### config.mk
export PLATFORM = sky130hd
export DESIGN_NAME = branch_sequencer
export DESIGN_NICKNAME = d
export VERILOG_FILES = /design/src/rtl/branch_seq_pkg.sv /design/src/rtl/branch_cond.sv /design/src/rtl/branch_sequencer.sv
export SDC_FILE = /design/constraint.sdc
export NUM_CORES = 1
export LEC_CHECK = 0
export BUFFER_PORTS_ARGS = -buffer_cell sky130_fd_sc_hd__buf_2
export CORE_ASPECT_RATIO = 1.4
export CORE_MARGIN = 4
export CORE_UTILIZATION = 30
export CTS_BUF_LIST = sky130_fd_sc_hd__clkbuf_2
export CTS_CLUSTER_SIZE = 10
export DETAILED_ROUTE_END_ITERATION = 16
export GPL_ROUTABILITY_DRIVEN = 0
export HOLD_SLACK_MARGIN = 0.03
export PLACE_DENSITY = 0.86
export SLEW_MARGIN = 20
export SYNTH_ARGS = -nofsm -noshare
export SYNTH_HDL_FRONTEND = slang
export SYNTH_SLANG_ARGS = --single-unit
### constraint.sdc
create_clock -name clk -period 1.55 [get_ports clk]
set_clock_uncertainty 0.2 [all_clocks]
set_input_delay 0.155 -clock clk [delete_from_list [all_inputs] [get_ports clk]]
set_output_delay 0.155 -clock clk [all_outputs]
set_load 0.01 [all_outputs]
### src/rtl/branch_seq_pkg.sv
// Shared types and field positions for the conditional-branch control sequencer.
package branch_seq_pkg;

  typedef enum logic [3:0] {
    IDLE = 4'd0,
    T0   = 4'd1,
    T1   = 4'd2,
    T1M  = 4'd3,
    T2   = 4'd4,
    T3   = 4'd5,
    T4   = 4'd6,
    T5   = 4'd7,
    T6   = 4'd8,
    DONE = 4'd9
  } state_e;

  typedef enum logic [1:0] {
    C_ZR = 2'b00,
    C_NZ = 2'b01,
    C_PL = 2'b10,
    C_MI = 2'b11
  } c2_e;

  localparam int OPC_HI = 31;
  localparam int OPC_LO = 27;
  localparam int C2_HI  = 20;
  localparam int C2_LO  = 19;

endpackage

### src/rtl/branch_cond.sv
// Branch condition evaluator: zero / non-zero / positive / negative test of a bus value.
module branch_cond
  import branch_seq_pkg::*;
#(
  parameter int DATA_W = 32
) (
  input  logic [DATA_W-1:0] bus,
  input  logic [1:0]        c2,
  output logic              cond
);

  logic zero;
  logic neg;

  always_comb begin
    zero = (bus == '0);
    neg  = bus[DATA_W-1];
    cond = 1'b0;
    case (c2_e'(c2))
      C_ZR:    cond = zero;
      C_NZ:    cond = !zero;
      C_PL:    cond = !zero && !neg;
      C_MI:    cond = neg;
      default: cond = 1'b0;
    endcase
  end

endmodule

### src/rtl/branch_sequencer.sv
// Hardwired control sequencer for brzr/brnz/brpl/brmi: fetch, condition evaluation
// into the CON flip-flop, and the conditional PC <- PC + C update.
module branch_sequencer
  import branch_seq_pkg::*;
#(
  parameter int         DATA_W   = 32,
  parameter int         OPC_W    = 5,
  parameter logic [4:0] BR_OPC   = 5'b10011,
  parameter int         ALU_INC  = 12,
  parameter int         ALU_ADD  = 2,
  parameter int         MAX_WAIT = 15
) (
  input  logic              clk,
  input  logic              clr,
  input  logic              start,
  input  logic              mem_ready,
  input  logic [DATA_W-1:0] bus,
  input  logic [DATA_W-1:0] ir,
  output logic              PCout,
  output logic              Zlowout,
  output logic              MDRout,
  output logic              MARin,
  output logic              Zin,
  output logic              PCin,
  output logic              MDRin,
  output logic              IRin,
  output logic              Yin,
  output logic              Read,
  output logic              Gra,
  output logic              Rout,
  output logic              CONin,
  output logic              Cout,
  output logic [OPC_W-1:0]  alu_op,
  output logic              busy,
  output logic              done,
  output logic              taken,
  output logic              err,
  output state_e            dbg_state
);

  localparam int WCW = $clog2(MAX_WAIT + 1);

  state_e         state_q, state_d;
  logic           con_q, con_d;
  logic [WCW-1:0] wait_cnt_q, wait_cnt_d;
  logic           cond_bit;
  logic           ir_unused;

  branch_cond #(.DATA_W(DATA_W)) u_cond (
    .bus  (bus),
    .c2   (ir[C2_HI:C2_LO]),
    .cond (cond_bit)
  );

  // Only the opcode and C2 fields are decoded; the reduction keeps the rest referenced.
  assign ir_unused = ^ir;

  assign taken     = con_q;
  assign dbg_state = state_q;

  // Memory handshake: the sequencer holds Read/MDRin for as long as it sits in T1M;
  // a high mem_ready at a rising edge in T1M completes the transfer (MDR captures
  // on that same edge). mem_ready has no effect in any other state.
  always_comb begin
    state_d    = state_q;
    con_d      = con_q;
    wait_cnt_d = wait_cnt_q;
    PCout      = 1'b0;
    Zlowout    = 1'b0;
    MDRout     = 1'b0;
    MARin      = 1'b0;
    Zin        = 1'b0;
    PCin       = 1'b0;
    MDRin      = 1'b0;
    IRin       = 1'b0;
    Yin        = 1'b0;
    Read       = 1'b0;
    Gra        = 1'b0;
    Rout       = 1'b0;
    CONin      = 1'b0;
    Cout       = 1'b0;
    alu_op     = '0;
    busy       = (state_q != IDLE);
    done       = 1'b0;
    err        = 1'b0;

    case (state_q)
      IDLE: begin
        if (start) state_d = T0;
      end
      T0: begin
        PCout   = 1'b1;
        MARin   = 1'b1;
        Zin     = 1'b1;
        alu_op  = OPC_W'(ALU_INC);
        state_d = T1;
      end
      T1: begin
        Zlowout    = 1'b1;
        PCin       = 1'b1;
        wait_cnt_d = '0;
        state_d    = T1M;
      end
      T1M: begin
        Read  = 1'b1;
        MDRin = 1'b1;
        if (mem_ready) begin
          state_d = T2;
        end else if (wait_cnt_q == WCW'(MAX_WAIT)) begin
          err     = 1'b1;
          state_d = IDLE;
        end else begin
          wait_cnt_d = wait_cnt_q + WCW'(1);
        end
      end
      T2: begin
        MDRout  = 1'b1;
        IRin    = 1'b1;
        state_d = T3;
      end
      T3: begin
        Gra   = 1'b1;
        Rout  = 1'b1;
        CONin = 1'b1;
        // A non-branch opcode aborts before CON is written so taken keeps its old value.
        if (ir[OPC_HI:OPC_LO] != BR_OPC) begin
          err     = 1'b1;
          state_d = IDLE;
        end else begin
          con_d   = cond_bit;
          state_d = T4;
        end
      end
      T4: begin
        PCout   = 1'b1;
        Yin     = 1'b1;
        state_d = T5;
      end
      T5: begin
        Cout    = 1'b1;
        Zin     = 1'b1;
        alu_op  = OPC_W'(ALU_ADD);
        state_d = con_q ? T6 : DONE;
      end
      T6: begin
        Zlowout = 1'b1;
        PCin    = 1'b1;
        state_d = DONE;
      end
      DONE: begin
        done    = 1'b1;
        state_d = IDLE;
      end
      default: state_d = IDLE;
    endcase
  end

  always_ff @(posedge clk) begin
    if (!clr) begin
      state_q    <= IDLE;
      con_q      <= 1'b0;
      wait_cnt_q <= '0;
    end else begin
      state_q    <= state_d;
      con_q      <= con_d;
      wait_cnt_q <= wait_cnt_d;
    end
  end

endmodule

**After elaboration in Yosys (flattened, before gate mapping)**

Cells that the tools add are included.

- Eq/ne operators: 18
- Reductions and logical operators: 14
- Div/mod/pow operators: 0
- Shift operators: 0
- Multiplexer cells: 25
- Bitwise operators: 1
- Magnitude comparators: 0
- Multipliers: 0
- $add $sub $neg: 1

Operators by type and width:

| cell | number |
|---|---|
| 4-bit one-hot mux with 9 select lines | 1 |
| 32-bit logical NOT | 1 |
| 4-bit 2-to-1 mux | 5 |
| 4-bit by 3-bit == test with 1-bit output (second input constant) | 4 |
| 4-bit one-hot mux with 2 select lines | 2 |
| 1-bit 2-to-1 mux | 14 |
| 4-bit == test (second input constant) | 3 |
| 4-bit by 2-bit == test with 1-bit output (second input constant) | 2 |
| 2-bit inequality test (second input constant) | 3 |
| 2-bit OR reduction | 3 |
| 5-bit inequality test (second input constant) | 1 |
| 4-bit by 1-bit adder with 4-bit output (second input constant) | 1 |
| 2-bit == test (second input constant) | 2 |
| 4-bit by 1-bit == test with 1-bit output (second input constant) | 1 |
| 4-bit logical NOT | 1 |
| 1-bit one-hot mux with 4 select lines | 1 |
| 2-bit AND reduction | 2 |
| 4-bit nonzero test | 1 |
| 3-bit 2-to-1 mux | 1 |
| 3-bit inequality test (second input constant) | 1 |
| 3-bit AND reduction | 1 |
| 2-bit by 1-bit == test with 1-bit output (second input constant) | 1 |
| 1-bit logical NOT | 2 |
| 2-bit logical NOT | 1 |
| other kinds (4) | 4 |

- Register bits: 9
- Memory bits (writable): 0
- Memories kept: 0
- Bits in read-only memories: 0
- Latch bits: 0
- Input bits: 68
- Output and inout bits: 27

**Depth between registers and ports, before layout**

- Word-level depth: 4
- Gate-level depth with buffers: 5
- Mapped depth without buffers: 5

**By module**

Synthesis repeated with hierarchy kept, for this count alone.

- Cells, all modules: 109
- Area, all modules: 855.8 um^2

Modules (own cells, without submodules):

| module | cells each | area an instance (um^2) | times used | sequential area each (um^2) |
|---|---|---|---|---|
| branch_sequencer | 92 | 743.2 | 1 | 180.2 |
| branch_cond | 17 | 112.6 | 1 | 0.0 |

**Least setup slack after synthesis**

Ideal clock, no wire load.

- Path kind: reg2out
- Start: register state_q[1] (netlist: dbg_state[1])
- End: output alu_op[2]
- Buffers on the path: 2
- Cell stages (with the launch flop): 6
- Data required time: 1.195 ns
- Arrival: 1.324 ns
- Slack: -0.129 ns
- Path through: dfxtp_1 clkbuf_1 nand2b_1 or3_1 inv_1 buf_4

- Word-level cells in the longest chain between the ends: 2

Ends and longest elaborated chain:

| what | line | source |
|---|---|---|
| start: declaration | branch_sequencer.sv:43 | `state_e state_q, state_d;` |
| start signal: assignment | branch_sequencer.sv:164 | `state_q <= state_d;` |
| 4-bit by 3-bit == test with 1-bit output or 4-bit by 1-bit == test with 1-bit output (tied branches) | branch_sequencer.sv:87 | `case (state_q)` |
| 4-bit one-hot mux with 2 select lines * | branch_sequencer.sv:87 |  |
| end: declaration | branch_sequencer.sv:33 | `output logic [OPC_W-1:0] alu_op,` |

Every way passes the cells marked *; elsewhere a longest branch is shown, timed or not.

**Worst setup path after layout**

- Start: register state_q[0] (netlist: dbg_state[0])
- End: output busy

- Word-level cells in the longest chain between the ends: 1

Ends and longest elaborated chain:

| what | line | source |
|---|---|---|
| 4-bit nonzero test | branch_sequencer.sv:83 | `busy = (state_q != IDLE);` |
| end: declaration | branch_sequencer.sv:34 | `output logic busy,` |

Every way passes these cells.

==> impl_summary.md <==
Finish
The count of inserted antenna diode cells is 0. The net count of the finished layout is 265. In the layout the commonest cells are 59 x sky130_fd_sc_hd__buf_2, 19 x sky130_fd_sc_hd__buf_4, 16 x sky130_fd_sc_hd__buf_6. The library cell used most frequently in the layout, excluding fill and tap cells, is sky130_fd_sc_hd__buf_2.

Of the cells placed in the final design, the portion with a size suffix greater than 1 is 0.6974. The count of placed standard cells in the final layout, fillers left out is 229. Relative to the synthesized area, the layout overhead comes to 101.6%. Fill cells in the final layout number 234.

Hold path
The endpoint with the worst hold slack is dbg_state[0]. The worst hold path belongs to the class primary input to register. The worst min-delay path startpoint is start. The number of cells on the worst hold path is 3.

Timing
The accumulated negative setup slack is -3.048 ns. The count of final max-slew check failures is 0. For the finished layout, the period the worst path requires is 1.773 ns. Based on the critical path, the design can be clocked at up to 0.5642 GHz.

Setup slack on the critical path of the routed design comes to -0.2225 ns. The final number of hold-violating endpoints is 0. Setup repair after global routing could not meet its margin everywhere. Setup violations remaining at the end of the flow were counted as 25. The final clock period utilization by the worst path is 1.144.

Routing
In this run, the number of DRC markers left after iteration 0 of detailed routing was 23. The routed wirelength normalized by instance count is 14.18 um. Detailed routing inserted a total of 1181 vias.

The first detailed-routing pass took 4 iterations. The post-detailed-route DRC marker count is 0. The total wire length after detailed routing is 3247 um.

The count of antenna-violating nets left after detailed routing is 0. The post-detailed-route via-to-cell ratio is 5.157.

CTS
TritonCTS built the clock tree. The maximum buffer depth of the clock tree is 2. After clock tree synthesis, the clock-pin slew on the worst setup and hold paths is 0.11 ns. The CTS root buffer is sky130_fd_sc_hd__clkbuf_2. Counting every sink on the clock net gives 9. CTS built an H-tree with a depth of 1. The number of buffers added by the clock tree synthesis step is 3. The clock reaches the later pin of the worst-skew pair after 0.27 ns.

Global routing
The leftover overflow at the end of global routing is 0. The number of antenna violations at the first check in global routing is 0. The number of global-route vias before repair came to 1261.

The largest net degree at the start of global routing is 8. The first-pass GRT wire length is 5002 um. The total global routing track utilization is 0.1899.

Power
The peak ir drop on the vdd network is 403.3 uV. Overall power consumption after layout is estimated at 0.0009498 W. In this run the static leakage power is 0.7264 nW.

The power density relative to cell area is 594.0 nW/um^2.

Floorplanning
The core outline area is 2470 sq um. The die covers 3543 sq um. The initial standard-cell utilization of the core is 0.3212. The height of the die is 68.85 um.

After floorplanning, the core was divided into 21 placement rows. The number of primary I/O pins is 95. The width of the chip is 51.46 um.

Yosys
Of the total synthesized cell area, the portion taken by full adders, half adders and majority gates is 0.01577. The share of synthesized cell area in and, or, nand and nor gates is 0.3943. The fraction of synthesized area in multiplexers is 0. The largest family of logic cells by synthesized area is simple AND/OR/NAND/NOR gates. The number of flip-flops and latches in the synthesized netlist is 9. Of the total synthesized cell area, the portion taken by XOR and XNOR cells is 0.04416. The number of library cell types mapped by synthesis is 34. The post-synthesis area per instance is 7.414 sq um. Of the synthesized area, sequential elements account for 0.2271.

The gate count after technology mapping is 107. The number of warnings issued by yosys is 0. The combined area of all synthesized cells is 793.3 sq um. The fraction of the mapped netlist area in compound gates is 0.1861.

Critical path
The arrival time reported for the critical path endpoint is 1.42 ns. STA puts the critical path data required time at 1.19 ns. The largest individual stage delay along the critical path comes from the cell sky130_fd_sc_hd__or4_4.

The signal on the critical path passes through buf_6, or4_4, buf_6. The element type at the critical path start is a register. The logic depth of the worst register-to-register path is 5. In this run the critical register-to-register path is launched from dbg_state[2].

The worst setup path startpoint is dbg_state[0]. The most numerous cell type found on the critical path is sky130_fd_sc_hd__buf_6. For this run, the slowest stage of the critical path takes 0.52 ns. Of all nets on the critical path, the largest fanout is 4. The kind of capture point of the worst setup path is an output pin. The worst register-to-register path ends at wait_cnt_q[2]. By startpoint and endpoint, the worst setup path is classified as register to output pin.

The minimum setup slack among reg-to-reg paths is -0.20 ns.

Place
During placement, the flow inserted port buffers numbering 67. After detailed placement, the design holds a cell count of 211. Once detailed placement completed, the half-perimeter wirelength came to 2369 um.

Status
The flow ran to the end, but the final reports show violations. The final reports fail on negative setup slack.

Run
The number of max-cap violations is 0.
==> stage by stage <==
| step | instance area (sq um) | util | hold WS [ns] | setup WS [ns] |
|---|---|---|---|---|
| after floorplan | 840.8 | - | 0.1019 | 0.003415 |
| after global routing | 1599 | 0.6474 | 0.05396 | -0.2554 |
| final | 1599 | 0.6474 | 0.04534 | -0.2225 |
| after global placement | 1239 | 0.5015 | 0.2466 | -0.1018 |
| after detailed placement | 1239 | 0.5015 | 0.2676 | -0.1130 |
| after CTS | 1476 | 0.5978 | 0.03675 | -0.2058 |
==> cell families (layout without fill, tap and decap cells) <==
logic type | count (synthesis) | after routing
AOI/OAI and AO/OA | 20 | 20
xor gates and xnor gates | 4 | 4
adders and majority gates | 1 | 1
buffers and inverters | 18 | 105
DFF | 9 | 9
other | 1 | 2
and+or+nand+nor | 54 | 54
==> final cells by class <==
type	instances	area [sq um]	area share
clock buffer	4	20.02	0.01252
sequential	9	196.4	0.1228
timing repair buffer	96	643.1	0.4022
tap	34	42.54	0.02660
multi-input combinational	81	675.6	0.4225
inverter	5	21.27	0.01330
==> routing by layer <==
layer | global-route usage | vias to the layer above | routed length (um) | share of wire
li1 | - | 561 | - | -
met1 | 0.1743 | 539 | 1076 | 0.33
met2 | 0.3854 | 69 | 1793 | 0.55
met3 | 0.02796 | 12 | 281 | 0.087
met4 | 0.1115 | 0 | 97 | 0.030
met5 | 0 | - | 0 | 0
==> worst max-delay path, delay by kind of cell (launching register included) <==
family                 cells  cell delay [ns]
and+or+nand+nor            1             0.52
buffers and inverters      2             0.25
DFF                        1             0.37
==> synthesized netlist by cell type (all sizes together) <==
library cell | instances | share of area
nor2 | 13 | 0.062
nor4 | 10 | 0.079
buf | 9 | 0.085
dfxtp | 9 | 0.23
nand2b | 8 | 0.063
inv | 5 | 0.024
nor3 | 5 | 0.032
a21oi | 4 | 0.025
clkbuf | 4 | 0.019
xnor2 | 4 | 0.044
nand3 | 3 | 0.019
o21ai | 3 | 0.019
o31ai | 3 | 0.028
a211oi | 2 | 0.032
a31oi | 2 | 0.016
nand2 | 2 | 0.0095
nand4 | 2 | 0.016
nand4bb | 2 | 0.035
nor3b | 2 | 0.019
or4 | 2 | 0.019
a21o | 1 | 0.0095
a22o | 1 | 0.011
a311o | 1 | 0.013
a31o | 1 | 0.011
and3 | 1 | 0.0079
conb | 1 | 0.0047
ha | 1 | 0.016
nor2b | 1 | 0.0079
o221a | 1 | 0.014
o22ai | 1 | 0.0079
or2 | 1 | 0.0079
or3 | 1 | 0.0079
or3b | 1 | 0.011
==> worst max path at each step <==
stage	cells after the start	end	slack [ns]
2_1_floorplan	3	Read	0.003
3_3_place_gp	5	taken	-0.10
3_5_place_dp	5	taken	-0.11
4_1_cts	3	busy	-0.21
5_1_grt	4	Zin	-0.26
6_report	3	busy	-0.22
==> report_power, final <==
part	switching [W]	internal, W
Sequential	0.0000144	0.000249
Combinational	0.000235	0.000288
Clock	0.0000948	0.0000684
Total	0.000345	0.000605
==> timing repair <==
action                                  CTS  global route
endpoints found under the hold margin     2             0
pin swaps                                14            11
resized for setup                        34            22
buffers inserted                         10             6
hold buffers                              1             0
endpoints found under the setup margin   21            25
==> state kept, by name, summed over array words and instances (netlist names) <==
register and flops:
taken 1, dbg_state 4, wait_cnt_q 4
No activity file was read; power rests on OpenSTA's default activity.
